$ cat src/rtl/conv_layer_scheduler.sv
// Per-layer filter sequencer: loads kernel weights, arms the address generator,
// waits for end-of-image, drains the MAC pipe. Optional RUN watchdog: SCHED_TIMEOUT_EN.
module conv_layer_scheduler #(
  parameter int NUM_FILTERS    = 8,
  parameter int KERNEL_WORDS   = 9,
  parameter int PIPE_LATENCY   = 4,
  parameter int WADDR_W        = 12,
  parameter int TIMEOUT_CYCLES = 8191
) (
  input  logic               clk,
  input  logic               rst_n,
  input  logic               layer_start,
  input  logic               agen_finished,
  output logic               agen_start,
  output logic               weight_load,
  output logic [WADDR_W-1:0] weight_addr,
  output logic [5:0]         filter_idx,
  output logic               acc_clear,
  output logic               conv_en,
  output logic               busy,
  output logic               layer_done,
  output logic               err
);

  typedef enum logic [2:0] {IDLE, LOAD_W, ARM, RUN, DRAIN, NEXT, DONE} state_t;

  localparam logic [7:0]         K_LAST = 8'(KERNEL_WORDS - 1);
  localparam logic [5:0]         F_LAST = 6'(NUM_FILTERS - 1);
  localparam logic [3:0]         D_INIT = 4'(PIPE_LATENCY - 1);
  localparam logic [WADDR_W-1:0] KW     = WADDR_W'(KERNEL_WORDS);

  // Elaboration-time range checks on the configuration.
  if (NUM_FILTERS < 1 || NUM_FILTERS > 64 || KERNEL_WORDS < 1 || KERNEL_WORDS > 256 ||
      PIPE_LATENCY < 1 || PIPE_LATENCY > 15 || TIMEOUT_CYCLES < 1 || TIMEOUT_CYCLES > 8191 ||
      NUM_FILTERS * KERNEL_WORDS > (1 << WADDR_W)) begin : g_bad_cfg
    $error("conv_layer_scheduler: parameter out of range");
  end

  state_t             state;
  logic [7:0]         k;
  logic [3:0]         dcnt;
  logic [WADDR_W-1:0] base;

`ifdef SCHED_TIMEOUT_EN
  localparam logic [12:0] WD_LAST = 13'(TIMEOUT_CYCLES - 1);
  logic [12:0] wdog;
`else
  assign err = 1'b0;
`endif

  always_ff @(posedge clk or negedge rst_n) begin
    if (!rst_n) begin
      state       <= IDLE;
      k           <= '0;
      dcnt        <= '0;
      base        <= '0;
      filter_idx  <= '0;
      weight_addr <= '0;
      agen_start  <= 1'b0;
      weight_load <= 1'b0;
      acc_clear   <= 1'b0;
      conv_en     <= 1'b0;
      busy        <= 1'b0;
      layer_done  <= 1'b0;
`ifdef SCHED_TIMEOUT_EN
      wdog        <= '0;
      err         <= 1'b0;
`endif
    end else begin
      agen_start <= 1'b0;
      acc_clear  <= 1'b0;
      layer_done <= 1'b0;
      case (state)
        IDLE: if (layer_start) begin
          state       <= LOAD_W;
          filter_idx  <= '0;
          k           <= '0;
          base        <= '0;
          weight_addr <= '0;
          weight_load <= 1'b1;
          busy        <= 1'b1;
`ifdef SCHED_TIMEOUT_EN
          err         <= 1'b0;
`endif
        end
        LOAD_W: if (k == K_LAST) begin
          state       <= ARM;
          weight_load <= 1'b0;
          agen_start  <= 1'b1;
          acc_clear   <= 1'b1;
        end else begin
          k           <= k + 8'd1;
          weight_addr <= base + WADDR_W'(k + 8'd1);
        end
        // agen_finished may still be high from the previous filter; not looked at here.
        ARM: begin
          state   <= RUN;
          conv_en <= 1'b1;
`ifdef SCHED_TIMEOUT_EN
          wdog    <= '0;
`endif
        end
        RUN: if (agen_finished) begin
          state <= DRAIN;
          dcnt  <= D_INIT;
        end
`ifdef SCHED_TIMEOUT_EN
        else if (wdog == WD_LAST) begin
          state      <= DONE;
          conv_en    <= 1'b0;
          layer_done <= 1'b1;
          err        <= 1'b1;
        end else begin
          wdog <= wdog + 13'd1;
        end
`endif
        DRAIN: if (dcnt == 4'd0) begin
          state   <= NEXT;
          conv_en <= 1'b0;
        end else begin
          dcnt <= dcnt - 4'd1;
        end
        NEXT: if (filter_idx == F_LAST) begin
          state      <= DONE;
          layer_done <= 1'b1;
        end else begin
          state       <= LOAD_W;
          filter_idx  <= filter_idx + 6'd1;
          base        <= base + KW;
          weight_addr <= base + KW;
          k           <= '0;
          weight_load <= 1'b1;
        end
        DONE: begin
          state <= IDLE;
          busy  <= 1'b0;
        end
        default: state <= IDLE;
      endcase
    end
  end

endmodule

$ cat config.mk
export PLATFORM = sky130hd
export DESIGN_NAME = conv_layer_scheduler
export DESIGN_NICKNAME = d
export VERILOG_FILES = /design/src/rtl/conv_layer_scheduler.sv
export SDC_FILE = /design/constraint.sdc
export NUM_CORES = 1
export LEC_CHECK = 0
export BUFFER_PORTS_ARGS = -buffer_cell sky130_fd_sc_hd__clkbuf_2
export CORE_ASPECT_RATIO = 0.8
export CORE_MARGIN = 2
export CORE_UTILIZATION = 30
export DETAILED_ROUTE_END_ITERATION = 10
export HOLD_SLACK_MARGIN = 0.03
export PLACE_DENSITY = 0.49
export SLEW_MARGIN = 20
export SYNTH_ARGS = -nofsm -noshare
export SYNTH_HDL_FRONTEND = slang
export SYNTH_SLANG_ARGS = --single-unit
$ cat constraint.sdc
create_clock -name clk -period 2.1 [get_ports clk]
set_input_delay 0.315 -clock clk [delete_from_list [all_inputs] [get_ports clk]]
set_output_delay 0.315 -clock clk [all_outputs]
set_load 0.03 [all_outputs]
# After elaboration in Yosys (flattened, before gate mapping)
# Index checks and enable logic that the tools add are counted.
word_totals:
  ram_bits: 0
  word_cells: 78
  ff_bits: 50
  inputBits: 4
  mem_count: 0
  latch_bits: 0
  rom_bits: 0
classes:
  shifts: 0
  n_reduce_logical: 14
  div: 0
  n_lt_le_gt_ge: 0
  eq_ne: 15
  n_addsub: 6
  mul: 0
  muxes: 32
  bitwise_logic: 0
ops:
  columns: ["op", "count"]
  rows:
  - ["2-to-1 mux 12 bit", 3]
  - ["case mux 12 bit (3 select lines)", 1]
  - ["2-to-1 mux 8 bit", 3]
  - ["case mux 12 bit (2 select lines)", 1]
  - ["case mux 8 bit (3 select lines)", 1]
  - ["case mux 3 bit (6 select lines)", 1]
  - ["2-to-1 mux 3 bit", 5]
  - ["inequality test 2 bit, second input constant", 7]
  - ["adder 12 x 4 -> 12 bit, second input constant", 1]
  - ["adder 12 x 9 -> 12 bit", 1]
  - ["2-to-1 mux 6 bit", 2]
  - ["case mux 6 bit (2 select lines)", 1]
  - ["AND reduction 4 bit", 3]
  - ["adder 8 x 1 -> 9 bit, second input constant", 1]
  - ["== test 3 bit, second input constant", 3]
  - ["adder 8 x 1 -> 8 bit, second input constant", 1]
  - ["== test 8 x 4 -> 1 bit, second input constant", 1]
  - ["2-to-1 mux 1 bit", 8]
  - ["2-to-1 mux 4 bit", 2]
  - ["case mux 4 bit (2 select lines)", 1]
  - ["nonzero test 2 bit", 4]
  - ["adder 6 x 1 -> 6 bit, second input constant", 1]
  - ["== test 3 x 2 -> 1 bit, second input constant", 2]
  - ["== test 6 x 3 -> 1 bit, second input constant", 1]
  - ["9 further kinds", 12]

# Longest topological paths before layout
logic_depth:
  depth_word: 4
  mapped_depth: 10
  mapped_depth_nobuf: 10

# Worst setup path before layout
# OpenSTA, ideal clock, no wires.
synth_path:
  path_type: "register to register"
  startpoint: "register k[0]"
  endpoint: "register weight_addr[6]"
  setup_time_ns: 0.121
  path_stages_with_launch: 11
  slack_ns: 0.058
  arrival_time_ns: 1.921
  synth_period_minus_slack_ns: 2.042
  n_path_buf: 0
  cell_sequence: "dfrtp_1 -> inv_1 -> ha_1 -> inv_1 -> fa_1 -> a21oi_1 -> o21bai_1 -> a21oi_1 -> xor2_1 -> o21ai_0 -> a22o_1"
synth_between:
  elab_chain_len: 4
  elab_cells_between_ends: 7
  classes_between: "2 x add/sub; 2 x eq/ne; 2 x mux; 1 x reduce/logical"
synth_lines:
  columns: ["item", "line_no", "rtl"]
  rows:
  - ["start: declaration", "40", "logic [7:0] k;"]
  - ["start signal: assignment", "92", "k <= k + 8'd1;"]
  - ["adder 8 x 1 -> 9 bit", "93", "weight_addr <= base + WADDR_W'(k + 8'd1);"]
  - ["adder 12 x 9 -> 12 bit", "93", null]
  - ["2-to-1 mux 12 bit", "86", "LOAD_W: if (k == K_LAST) begin"]
  - ["case mux 12 bit (3 select lines)", "73", "case (state)"]
  - ["end signal: assignment", "93", null]
  - ["end signal: assignment", "130", "weight_addr <= base + KW;"]
  - ["end: declaration", "16", "output logic [WADDR_W-1:0] weight_addr,"]
# Parallel ways exist; a longest one is shown, timed or not. The select of a mux whose other input is x is not followed.
# A chain may end at the register's enable or synchronous reset.

# Final worst setup path
layout_path:
  startpoint: "register k[1]"
  endpoint: "register k[4]"
layout_between:
  elab_chain_len: 3
  elab_cells_between_ends: 6
  classes_between: "1 x add/sub; 2 x eq/ne; 2 x mux; 1 x reduce/logical"
layout_lines:
  columns: ["item", "line_no"]
  rows:
  - ["adder 8 x 1 -> 8 bit or == test 8 x 4 -> 1 bit (tied branches)", "92, 86"]
  - ["2-to-1 mux 8 bit or inequality test 2 bit (tied branches)", null]
  - ["case mux 8 bit (3 select lines) or AND reduction 4 bit (tied branches)", null]
# Parallel ways exist; a longest one is shown, timed or not. The select of a mux whose other input is x is not followed.

==> flow_summary.yaml <==
timing:
  rsz0062_at_grt: "true"
  worstMarginPinSlew_ns: 0.558
  clock_skew_ns: 0.00722
  setup_viol: 0
  final_hold_viol_count: 0
  timing_max_transition_violations_final: 0
  setup_ws_ns: 0.0371
  period_share: 0.982
  final.min_clock_period_ns: 2.06
  max_freq_mhz: 485
  fin_tns_setup_ns: 0
  hold_ws_ns: 0.415
  slew_headroom: 0.625
yosys:
  synth_fp_nets: 360
  synth_fa_ha_area_frac: 0.0638
  ys.warnings.count: 0
  synth.distinct_cells: 62
  synth_compound_area_frac: 0.205
  synth_simple_gate_area_share: 0.203
  synth-seq-cells: 50
  synthXorXnorAreaFrac: 0.0659
  syn-instance-count: 341
  synth_edf_count: 0
  synth_top_family_by_area: "compound AO/OA/AOI/OAI gates"
  synthArstFlopShare: 1.00
  synth_ff_type: "dfrtp_1"
  synth_area_um2: 3060
  synth.area.mux_share: 0.0135
  ys_seq_area_frac: 0.409
  synth_area_per_cell_um2: 8.97
clock_tree:
  root_buffer: "clkbuf_16"
  clkLatencyLatePin_ns: 0.29
  cts_max_path_buffers: 2
  clk_pin_slew_ns: 0.07
  cts_tree: "yes"
  htreeDepth: 2
  numCtsBuffers: 5
  clock-sinks: 50
critical_path:
  r2r_cells: 7
  crit_required_ns: 2.32
  worstPathArrival_ns: 2.28
  setup.worst_path.class: "flop to flop"
  setup.worst_path.start_class: "flop"
  crit_chain: "inv_2 > ha_1 > nor4b_2 > and3_4 > a221o_2 > or3_1 > a21oi_2"
  critPathMaxStageDelay_ns: 0.46
  cp_max_fo: 5
  critPathLaunch: "k[1]"
  slowest_stage: "a221o_2"
  r2r-start: "k[1]"
  cp-end-kind: "flop"
routing:
  num_vias: 2747
  drt_wl_total_um: 8430
  wire_per_inst_um: 15.3
  firstDrtPassIters: 4
  vias_per_cell: 5.00
  final_antenna_net_count: 0
  drt-initial-drc-count: 162
  drc: 0
global_routing:
  grt_pass1_wl_um: 13400
  antenna_found_initial: 0
  grt_pass1_vias: 2582
  grt-ovfl-total: 0
  grt_max_degree: 22
  grtUsageTotal: 0.157
floorplan:
  start_util: 0.313
  design.core.area_um2: 9770
  ioPinCount: 29
  die_w_um: 117
  num_rows: 32
  die_h_um: 94.3
  die_area_um2: 11000
final_layout:
  n_antenna_cell: 0
  nNetsFinal: 431
  final_cell_mix: "nand2_1 (52), dfrtp_1 (49), buf_4 (46)"
  fill_cells: 995
  areaGrowthSynthToFinish_pct: 30.9
  final_common_cell: "nand2_1"
  post-route-util: 0.410
  design_area_um2: 4000
  drive_above_1_share: 0.295
placed_design:
  port_buffers: 27
  place_area_um2: 3650
  post-place-ws_ns: 0.0108
  gp_congestion: 0.833
  hpwl_um: 6130
power:
  p_per_area_nw_per_um2: 1270
  ir_drop_v: 0.000360
  power.leakage_nw: 1.85
worst_hold_path:
  min_from: "agen_finished"
  min_path_type: "input port to flop"
  hold_depth: 4
outcome:
  status: "completed"
flow_run:
  max_cap_violations: 0
## flip-flops by register name (all words and copies together) (netlist names)
register	cells
k	8
base	12
acc_clear	1
busy	1
conv_en	1
weight_load	1
layer_done	1
state	3
weight_addr	12
dcnt	4
filter_idx	6
## synthesized netlist by cell type (2+ instances only)
library cell	n	area, µm²
a211oi_1	2	15.0
a21o_1	2	15.0
a21oi_1	22	110
a22o_1	7	61.3
a31o_2	2	17.5
a31oi_1	3	18.8
and2_1	4	25.0
and3_1	6	37.5
buf_1	2	7.51
buf_2	8	40.0
buf_4	3	22.5
clkbuf_1	2	7.51
dfrtp_1	50	1250
ha_1	14	175
inv_1	9	33.8
mux2i_1	3	30.0
nand2_1	53	199
nand2b_1	2	12.5
nand3_1	12	60.1
nand4_1	5	31.3
nor2_1	26	97.6
nor2b_1	2	12.5
nor3_1	6	30.0
o211ai_1	2	15.0
o21ai_0	26	130
o21ai_1	2	10.0
o21bai_1	2	15.0
o22a_1	2	17.5
o31ai_1	5	37.5
o41ai_1	3	26.3
or3_1	2	12.5
xnor2_1	7	61.3
xor2_1	16	140
## final cells by class
class                   count  area (µm²)  share of cell area
well taps                 136         170              0.0425
clock buffers               8         166              0.0416
flip-flops and latches     50        1250               0.313
inverters                  10        37.5             0.00938
repair buffers             78         544               0.136
multi-input cells         267        1830               0.458
## final timing paths
check / end / slack, ns
worst max register to register: k[4] / 0.04
max in group asynchronous: base[11] / 0.95
worst min register to register: weight_addr[0] / 0.48
min in group asynchronous: filter_idx[5] / 0.54
worst max-delay path: k[4] / 0.04
worst min-delay path: dcnt[2] / 0.42
## critical path, delay by kind of cell, from the launching register on
family	cells	cell delay, ns
buf+inv	1	0.06
compound gates	2	0.61
flops	1	0.42
simple gates	3	0.73
fa+ha+maj	1	0.17
## per-layer routing
metal | vias to the layer above | track usage | part of all wire
li1 | 1365 | - | -
met2 | 55 | 0.223 | 0.41
met3 | 13 | 0.0252 | 0.033
met5 | - | 0 | 0
met1 | 1314 | 0.241 | 0.54
met4 | 0 | 0.0500 | 0.018
## power by group
part	switching [mW]	total [mW]	internal [mW]
clock network	0.357	0.898	0.540
registers	0.192	1.38	1.19
logic	1.61	2.79	1.18
total	2.16	5.07	2.91
## kinds of logic (layout without fill, tap and decap cells)
kind of cell	Yosys count	in the layout
simple gates	130	130
compound gates	93	94
flops	50	50
buf+inv	25	96
xor+xnor	23	23
fa+ha+maj	15	15
mux	4	4
other cells	1	1
## through the flow
| stage | power (mW) | std cells |
|---|---|---|
| after detailed placement | 3.87 | 536 |
| final | 5.07 | 549 |
| after floorplan | 2.89 | 341 |
| after CTS | 4.80 | 545 |
| after global placement | 3.85 | 536 |
| after global routing | 5.43 | 549 |
## repair_timing
item	in CTS	in global routing
pin swaps	0	12
buffers inserted	0	3
hold buffers	1	0
endpoints found under the hold margin	18	0
endpoints found under the setup margin	1	10
cloned	0	1
resized for setup	1	29
Note: power is estimated with default switching activity, not from simulation.
